<file path="src/rtl/rca_wb_sequencer_pkg.sv">
// rca_wb_sequencer_pkg: shared sizes and types for the RCA writeback sequencer
package rca_wb_sequencer_pkg;
    localparam int XLEN            = 32;
    localparam int NUM_WRITE_PORTS = 5;
    localparam int MAX_IDS         = 8;
    localparam int RCA_WB_DEPTH    = 4;
    localparam int ID_W            = $clog2(MAX_IDS);

    typedef logic [ID_W-1:0] id_t;
    typedef logic [NUM_WRITE_PORTS-1:0][XLEN-1:0] rca_wb_result_t;
endpackage

</file>
<file path="src/rtl/rca_wb_fifo.sv">
// rca_wb_fifo: in-order synchronous FIFO; a pop frees a slot for a same-cycle push even when full
module rca_wb_fifo #(
    parameter int W = 8,
    parameter int D = 4
) (
    input  logic               i_clk,
    input  logic               i_rst,
    input  logic               i_push,
    input  logic               i_pop,
    input  logic [W-1:0]       i_din,
    output logic [W-1:0]       o_head,
    output logic [$clog2(D):0] o_count,
    output logic               o_full,
    output logic               o_empty
);
    localparam int AW = $clog2(D);

    logic [W-1:0]  r_mem [D];
    logic [AW-1:0] r_wr;
    logic [AW-1:0] r_rd;
    logic [AW:0]   r_count;
    logic          w_push;
    logic          w_pop;

    assign w_pop   = i_pop && !o_empty;
    assign w_push  = i_push && (!o_full || w_pop);
    assign o_head  = r_mem[r_rd];
    assign o_count = r_count;
    assign o_full  = r_count == (AW+1)'(D);
    assign o_empty = r_count == '0;

    // pointers wrap naturally since D is a power of two
    always_ff @(posedge i_clk) begin
        if (!i_rst) begin
            r_wr    <= '0;
            r_rd    <= '0;
            r_count <= '0;
        end else begin
            if (w_push) r_wr <= r_wr + 1'b1;
            if (w_pop) r_rd <= r_rd + 1'b1;
            r_count <= r_count + (AW+1)'(w_push) - (AW+1)'(w_pop);
        end
    end

    // storage needs no reset: contents are only visible through a non-empty head
    always_ff @(posedge i_clk) begin
        if (w_push) r_mem[r_wr] <= i_din;
    end
endmodule

</file>
<file path="src/rtl/rca_wb_sequencer.sv">
// rca_wb_sequencer: tags issued RCA ops, collects grid results in order and presents them for writeback
module rca_wb_sequencer
    import rca_wb_sequencer_pkg::*;
#(
    parameter int DEPTH = RCA_WB_DEPTH
) (
    input  logic                            i_clk,
    input  logic                            i_rst,
    input  logic                            i_new_request,
    input  id_t                             i_issue_id,
    output logic                            o_ready,
    output logic                            o_grid_start,
    input  logic                            i_grid_ready,
    input  logic                            i_grid_done,
    input  logic [NUM_WRITE_PORTS*XLEN-1:0] i_grid_results,
    output logic                            o_done,
    output id_t                             o_wb_id,
    output logic [NUM_WRITE_PORTS*XLEN-1:0] o_rd,
    input  logic                            i_ack,
    output logic                            o_rca_config_locked,
    output logic                            o_protocol_err
);
    localparam int CW = $clog2(DEPTH) + 1;

    id_t            w_id_head;
    rca_wb_result_t w_res_head;
    logic [CW-1:0]  w_id_cnt;
    logic [CW-1:0]  w_res_cnt;
    logic           w_id_full;
    logic           w_id_empty;
    logic           w_res_full;
    logic           w_res_empty;
    logic           w_issue;
    logic           w_res_push;
    logic           w_ack;
    logic           r_err;

    assign o_ready             = !w_id_full && i_grid_ready;
    assign w_issue             = i_rst && i_new_request && o_ready;
    assign o_grid_start        = w_issue;
    // a result is only legal while there are more launches than collected results
    assign w_res_push          = i_grid_done && !w_res_full && (w_res_cnt != w_id_cnt);
    assign o_done              = !w_res_empty;
    assign w_ack               = i_ack && o_done;
    assign o_wb_id             = o_done ? w_id_head : '0;
    assign o_rd                = o_done ? w_res_head : '0;
    assign o_rca_config_locked = !w_id_empty;
    assign o_protocol_err      = r_err;

    rca_wb_fifo #(.W(ID_W), .D(DEPTH)) u_id_fifo (
        .i_clk   (i_clk),
        .i_rst   (i_rst),
        .i_push  (w_issue),
        .i_pop   (w_ack),
        .i_din   (i_issue_id),
        .o_head  (w_id_head),
        .o_count (w_id_cnt),
        .o_full  (w_id_full),
        .o_empty (w_id_empty)
    );

    rca_wb_fifo #(.W($bits(rca_wb_result_t)), .D(DEPTH)) u_res_fifo (
        .i_clk   (i_clk),
        .i_rst   (i_rst),
        .i_push  (w_res_push),
        .i_pop   (w_ack),
        .i_din   (i_grid_results),
        .o_head  (w_res_head),
        .o_count (w_res_cnt),
        .o_full  (w_res_full),
        .o_empty (w_res_empty)
    );

    // sticky flag for over-issue, unexpected grid result, or ack with nothing presented
    always_ff @(posedge i_clk) begin
        if (!i_rst) r_err <= 1'b0;
        else if ((i_new_request && !o_ready) || (i_grid_done && !w_res_push) || (i_ack && !o_done)) r_err <= 1'b1;
    end
endmodule

</file>
<file path="config.mk">
export PLATFORM = sky130hd
export DESIGN_NAME = rca_wb_sequencer
export DESIGN_NICKNAME = d
export VERILOG_FILES = /design/src/rtl/rca_wb_sequencer_pkg.sv /design/src/rtl/rca_wb_fifo.sv /design/src/rtl/rca_wb_sequencer.sv
export SDC_FILE = /design/constraint.sdc
export NUM_CORES = 1
export LEC_CHECK = 0
export CAP_MARGIN = 40
export CORE_MARGIN = 3
export CORE_UTILIZATION = 55
export DETAILED_ROUTE_END_ITERATION = 10
export PLACE_DENSITY_LB_ADDON = 0.15
export SYNTH_ARGS = -nofsm -noshare
export SYNTH_HDL_FRONTEND = slang
export SYNTH_SLANG_ARGS = --single-unit
</file>
<file path="constraint.sdc">
create_clock -name i_clk -period 9.58 [get_ports i_clk]
set_input_delay 2.874 -clock i_clk [delete_from_list [all_inputs] [get_ports i_clk]]
set_output_delay 2.874 -clock i_clk [all_outputs]
set_load 0.05 [all_outputs]
</file>
# [Word level (Yosys, flattened, before mapping)]
# Memories as Yosys holds them, arrays and structs flattened. A register that Yosys moved wholly into a read port is not among the register bits.
# Index checks and enable logic that the tools add are counted.
[word_totals] reg_bits=15 ram_bits=652 inputBits=169 out_inout_bits=168 wordCells=55 mem_count=2
[classes] n_addsub=8 n_eq_ne=3 muxes=10 n_reduce_logical=25
[mem_list] memory="u_res_fifo.r_mem" depth=4 word_bits=160 rd=1 rd_ports_with_merged_regs=1 write_ports=1 line="rca_wb_fifo.sv:18" rtl="logic [W-1:0] r_mem [D];"
[mem_list] memory="u_id_fifo.r_mem" depth=4 word_bits=3 rd=1 rd_ports_with_merged_regs=1 write_ports=1 line="rca_wb_fifo.sv:18"
[ops] cell="2-to-1 mux 160 bit" n=1
[ops] cell="logical AND 1 bit" n=13
[ops] cell="adder 2 x 1 -> 2 bit, second input constant" n=4
[ops] cell="2-to-1 mux 2 bit" n=4
[ops] cell="adder 3 x 1 -> 3 bit" n=2
[ops] cell="== test 3 bit, second input constant" n=2
[ops] cell="zero test 1 bit" n=6
[ops] cell="zero test 3 bit" n=2
[ops] cell="subtractor 3 x 1 -> 3 bit" n=2
[ops] cell="logical OR 1 bit" n=4
[ops] cell="2-to-1 mux 1 bit" n=4
[ops] cell="2-to-1 mux 3 bit" n=1
[ops] cell="!= test 3 bit" n=1

# [Logic depth before layout (Yosys ltp)]
[depth] ltp_word=8 mapped_depth=11 ltp_nobuf=11

# [By module]
# From an unflattened synthesis, not the netlist that was laid out.
[hier_totals] hier_cells=1143 area_unflattened_um2=25670.9
[by_module_without_submodules] module="rca_wb_fifo (u_res_fifo)" n_inst=1 cells_each=883 area_each_um2=23533.8 seq_area_each_um2=19398.6
[by_module_without_submodules] module="rca_wb_sequencer" n_inst=1 cells_each=198 area_each_um2=1228.7 seq_area_each_um2=20.0
[by_module_without_submodules] module="rca_wb_fifo (u_id_fifo)" n_inst=1 cells_each=62 area_each_um2=908.4 seq_area_each_um2=540.5

# [Worst setup path after synthesis]
# Ideal clock, no wire load.
[synth_timing] path_kind="input to register" from="input port i_grid_done" to="memory u_res_fifo.r_mem[0][0] (netlist name), enable pin" setup_ns=0.540 arrival_time_ns=6.858 t_required_ns=9.040 slack_ns=2.182 stages=3 path_buffers=1 cell_sequence="o311a_1 buf_2 and2_1"
[synth_via] elab_chain_len=5
[synth_rtl] element="start, declared" line="rca_wb_sequencer.sv:14" rtl="input logic i_grid_done,"
[synth_rtl] element="logical AND 1 bit (2 in a row)" line="rca_wb_sequencer.sv:42" rtl="assign w_res_push = i_grid_done && !w_res_full && (w_res_cnt != w_id_cnt);"
[synth_rtl] element="logical AND 1 bit" line="rca_wb_fifo.sv:26" rtl="assign w_push = i_push && (!o_full || w_pop);"
[synth_rtl] element="net u_res_fifo.w_push" line="rca_wb_fifo.sv:22" rtl="logic w_push;"
[synth_rtl] element="2-to-1 mux 1 bit" line="rca_wb_fifo.sv:47" rtl="if (w_push) r_mem[r_wr] <= i_din;"
[synth_rtl] element="2-to-1 mux 1 bit (implied by the code)" line="rca_wb_fifo.sv:47"
[synth_rtl] element="end, declared" line="rca_wb_fifo.sv:18"
# The timed path passes the listed nets, and every way through them passes these cells.

# [Worst setup path in the final report]
[layout_timing] from="input port i_rst" to="output port o_grid_start"
[layout_via] elab_chain_len=2
[layout_rtl] element="start, declared" line="rca_wb_sequencer.sv:8" rtl="input logic i_rst,"
[layout_rtl] element="logical AND 1 bit (2 in a row)" line="rca_wb_sequencer.sv:39" rtl="assign w_issue = i_rst && i_new_request && o_ready;"
[layout_rtl] element="end, declared" line="rca_wb_sequencer.sv:12" rtl="output logic o_grid_start,"
# No other way between the ends.

==> out/results.txt <==
All-Layer GR Usage - 21.1%
Async S/R FF share, synth - 0%
CTS resizes - 0
global-route wire length before repair - 78,500 um
Hold Vio Cnt, Final - 0
remaining antenna violation count - 0
CTS root buffer - clkbuf_16
Routed WL - 51,300 um
DIE HEIGHT - 222 um
Placement Setup Slack - 1.93 ns
Worst path depth - 3
CP Launch Point - i_rst
ranking of synthesized cells by area - edfxtp_1 76%, mux4_2 14%, and2_1 4.4%
Power Internal - 0.00663 W
routed via count - 12,200
crit path DAT - 4.76 ns
clock-pin slew on the worst setup and hold paths - 0.06 ns
CP Capture Type - output port
PwrDens - 325 mW/mm^2
# rows - 78
worst slew pin tran - 0.853 ns
FMAX - 0.131 GHz
Final min period - 7.63 ns
Netlist Area Pre-Place - 0.0256 mm^2
vias in the first global route - 12,700
worst min-delay path class - reg2reg
CTS sink cnt - 671
Seq. cell area - 0.0200 mm^2
fin crit share - 79.6%
WL per Instance - 23.8 um
EDFF count, synth - 652
leak pwr - 10.1 nW
Seq/Total Area, Yosys - 78.0%
antenna violations before repair - 11
area leader, netlist - edfxtp_1
clock buffer depth - 3
area grow syn2layout - 23.9%
largest net degree at the start of global routing - 81
most frequent cell on the critical path - clkdlybuf4s50_1
Slew Limit Fails - 0
most frequent cell after synthesis - edfxtp_1
Util after Layout - 69.5%
Net Switching - 0.00368 W
ys flop type - edfxtp_1
CP delay by family, top - buffers and inverters
Crit Path Category - in2out
MaxCap Viol Count - 0
nets - 1,688
post-synthesis cell count - 1,140
hold_buf cts - 0
Syn Nets - 1,323
slack of the critical path - 1.95 ns
setup TNS - 0 ns
hold slack - 0.515 ns
RR Endpoint - u_id_fifo.o_count[2]$_SDFF_PN0_
CP Cell Sequence - clkdlybuf4s50_1 -> and3_1 -> clkdlybuf4s50_1
Netlist cell types - 27
CP Max Fanout - 21
FF-to-FF path depth - 12
Avg Vias per Cell - 5.64
unrepaired setup endpoints after global routing - false
Clk pwr share - 23.5%
die area - 0.0492 mm^2
clk_lat worst skew - 0.58 ns
R2R Path Start - u_res_fifo.o_count[1]$_SDFF_PN0_
Worst setup SP type - input pin
outcome - finished clean
DIE WIDTH - 222 um
Initial Util - 56.1%
register-to-register setup slack - 6.68 ns
Max VDD drop - 0.308 mV
Worst slew margin - 43.1%
HPWL after detailed placement - 29,900 um
postcts setup bufs - 0
area of the multi-input gates - 0.00528 mm^2
post-synth top area share - 76.5%
setup violators final - 0
Synthesis Warnings - 0
htree depth - 3
most frequent cells after synthesis - 652 x edfxtp_1, 182 x and2_1, 163 x mux4_2
sequential share of power - 37.1%
CTS Buf Count - 67
core box area - 0.0457 mm^2
GR Overflow Total - 0
DRC Markers - 0
worst path bufs/invs - 2
switching part of the total power - 35.7%
CP Data Required Time - 6.71 ns
Boundary Pins - 337
Gate power share - 39.4%
Port Buffers - 336
FF+latch count, synth - 671
Worst Setup EP - o_grid_start
Fillers - 2,866
final RePlAce weighted congestion - 0.713
CTS tree - done
slowest cell on the critical path - clkdlybuf4s50_1
syn avg cell area - 22.5 um^2
Iter 0 DRT Violations - 937
total iterations of the first detailed-routing run - 6
fraction of layout cells with a size suffix above 1 - 17.7%
crit-path max cell delay - 0.83 ns
clk_skew - 0.0120 ns
metrics by stage:
| stage | cell area, um^2 | power (W) | cells |
|---|---|---|---|
| 6_report | 31700 | 0.0103 | 2157 |
| 5_1_grt | 31700 | 0.0107 | 2154 |
| 4_1_cts | 31700 | 0.0104 | 2151 |
| 3_5_place_dp | 29700 | 0.00799 | 2036 |
| 3_3_place_gp | 29600 | 0.00792 | 2032 |
| 2_1_floorplan | 25600 | 0.00669 | 1140 |
routing by layer:
metal	global-route usage, %	routed length [um]
met3	6.95	4100
met2	33.8	25800
met4	5.84	1050
met5	0	88
met1	28.3	20300
placed cells by master, fill, tap and decap left out, drive strengths merged:
| master | instances |
|---|---|
| a211oi | 1 |
| a21oi | 2 |
| and2 | 182 |
| and3 | 3 |
| buf | 18 |
| bufinv | 2 |
| clkbuf | 88 |
| clkdlybuf4s50 | 336 |
| clkinv | 22 |
| clkinvlp | 2 |
| dfxtp | 19 |
| diode | 6 |
| edfxtp | 652 |
| fa | 2 |
| ha | 12 |
| inv | 15 |
| mux2i | 1 |
| mux4 | 163 |
| nand2 | 3 |
| nand3 | 2 |
| nand4 | 1 |
| nor2 | 1 |
| nor2b | 4 |
| nor3 | 1 |
| o21ai | 2 |
| o2bb2ai | 1 |
| o311a | 1 |
| or3 | 1 |
| or3b | 1 |
| xnor2 | 9 |
| xor2 | 4 |
worst min-delay path by stage:
stage | startpoint | slack, ns | cells after the start | end
after floorplan | u_id_fifo.r_wr[1]$_SDFFE_PN0P_ | 0.47 | 2 | u_id_fifo.r_wr[1]$_SDFFE_PN0P_
after global placement | u_id_fifo.r_wr[1]$_SDFFE_PN0P_ | 0.48 | 2 | u_id_fifo.r_wr[1]$_SDFFE_PN0P_
after detailed placement | u_res_fifo.r_wr[1]$_SDFFE_PN0P_ | 0.52 | 2 | u_res_fifo.r_wr[1]$_SDFFE_PN0P_
after CTS | u_id_fifo.r_wr[1]$_SDFFE_PN0P_ | 0.53 | 2 | u_id_fifo.r_wr[1]$_SDFFE_PN0P_
after global routing | u_id_fifo.r_wr[1]$_SDFFE_PN0P_ | 0.57 | 2 | u_id_fifo.r_wr[1]$_SDFFE_PN0P_
final | u_id_fifo.r_wr[1]$_SDFFE_PN0P_ | 0.52 | 2 | u_id_fifo.r_wr[1]$_SDFFE_PN0P_
power by group through the flow:
stage / logic [W] / registers [W] / clock network [W]
5_1_grt: 0.00427 / 0.00386 / 0.00261
6_report: 0.00406 / 0.00383 / 0.00242
3_5_place_dp: 0.00411 / 0.00388 / 0
2_1_floorplan: 0.00278 / 0.00390 / 0
4_1_cts: 0.00413 / 0.00383 / 0.00249
3_3_place_gp: 0.00403 / 0.00389 / 0
cell families (layout without fill, tap and decap cells):
logic type | after synthesis | after routing | synth area share (%)
flops | 671 | 671 | 78.0
fa+ha+maj | 14 | 14 | 0.743
buf+inv | 72 | 483 | 1.48
other cells | 0 | 6 | 0
xor+xnor | 13 | 13 | 0.445
compound gates | 7 | 7 | 0.181
mux | 164 | 164 | 14.4
simple gates | 199 | 199 | 4.82
layout make-up:
class                      count  area share [%]
antenna                        6          0.0473
clock buffer                  88            5.83
clock inverter                27           0.560
inverter                      14           0.173
multi-input combinational    397            16.6
sequential                   671            62.9
tap                          600            2.37
timing repair buffer         354            11.5
registers in the layout (all words and copies together), names as in the netlist, named ones only:
register	cells
o_protocol_err	1
u_id_fifo.o_count	3
u_id_fifo.r_mem	12
u_id_fifo.r_rd	2
u_id_fifo.r_wr	2
u_res_fifo.o_count	3
u_res_fifo.r_mem	640
u_res_fifo.r_rd	2
u_res_fifo.r_wr	2
tightest hold or removal path, cell delays in order (launching register included):
cell and delay (ns):
dfxtp_1 0.34, nand2_1 0.06, mux2i_1 0.06
Power figures use the tool's default switching activity.
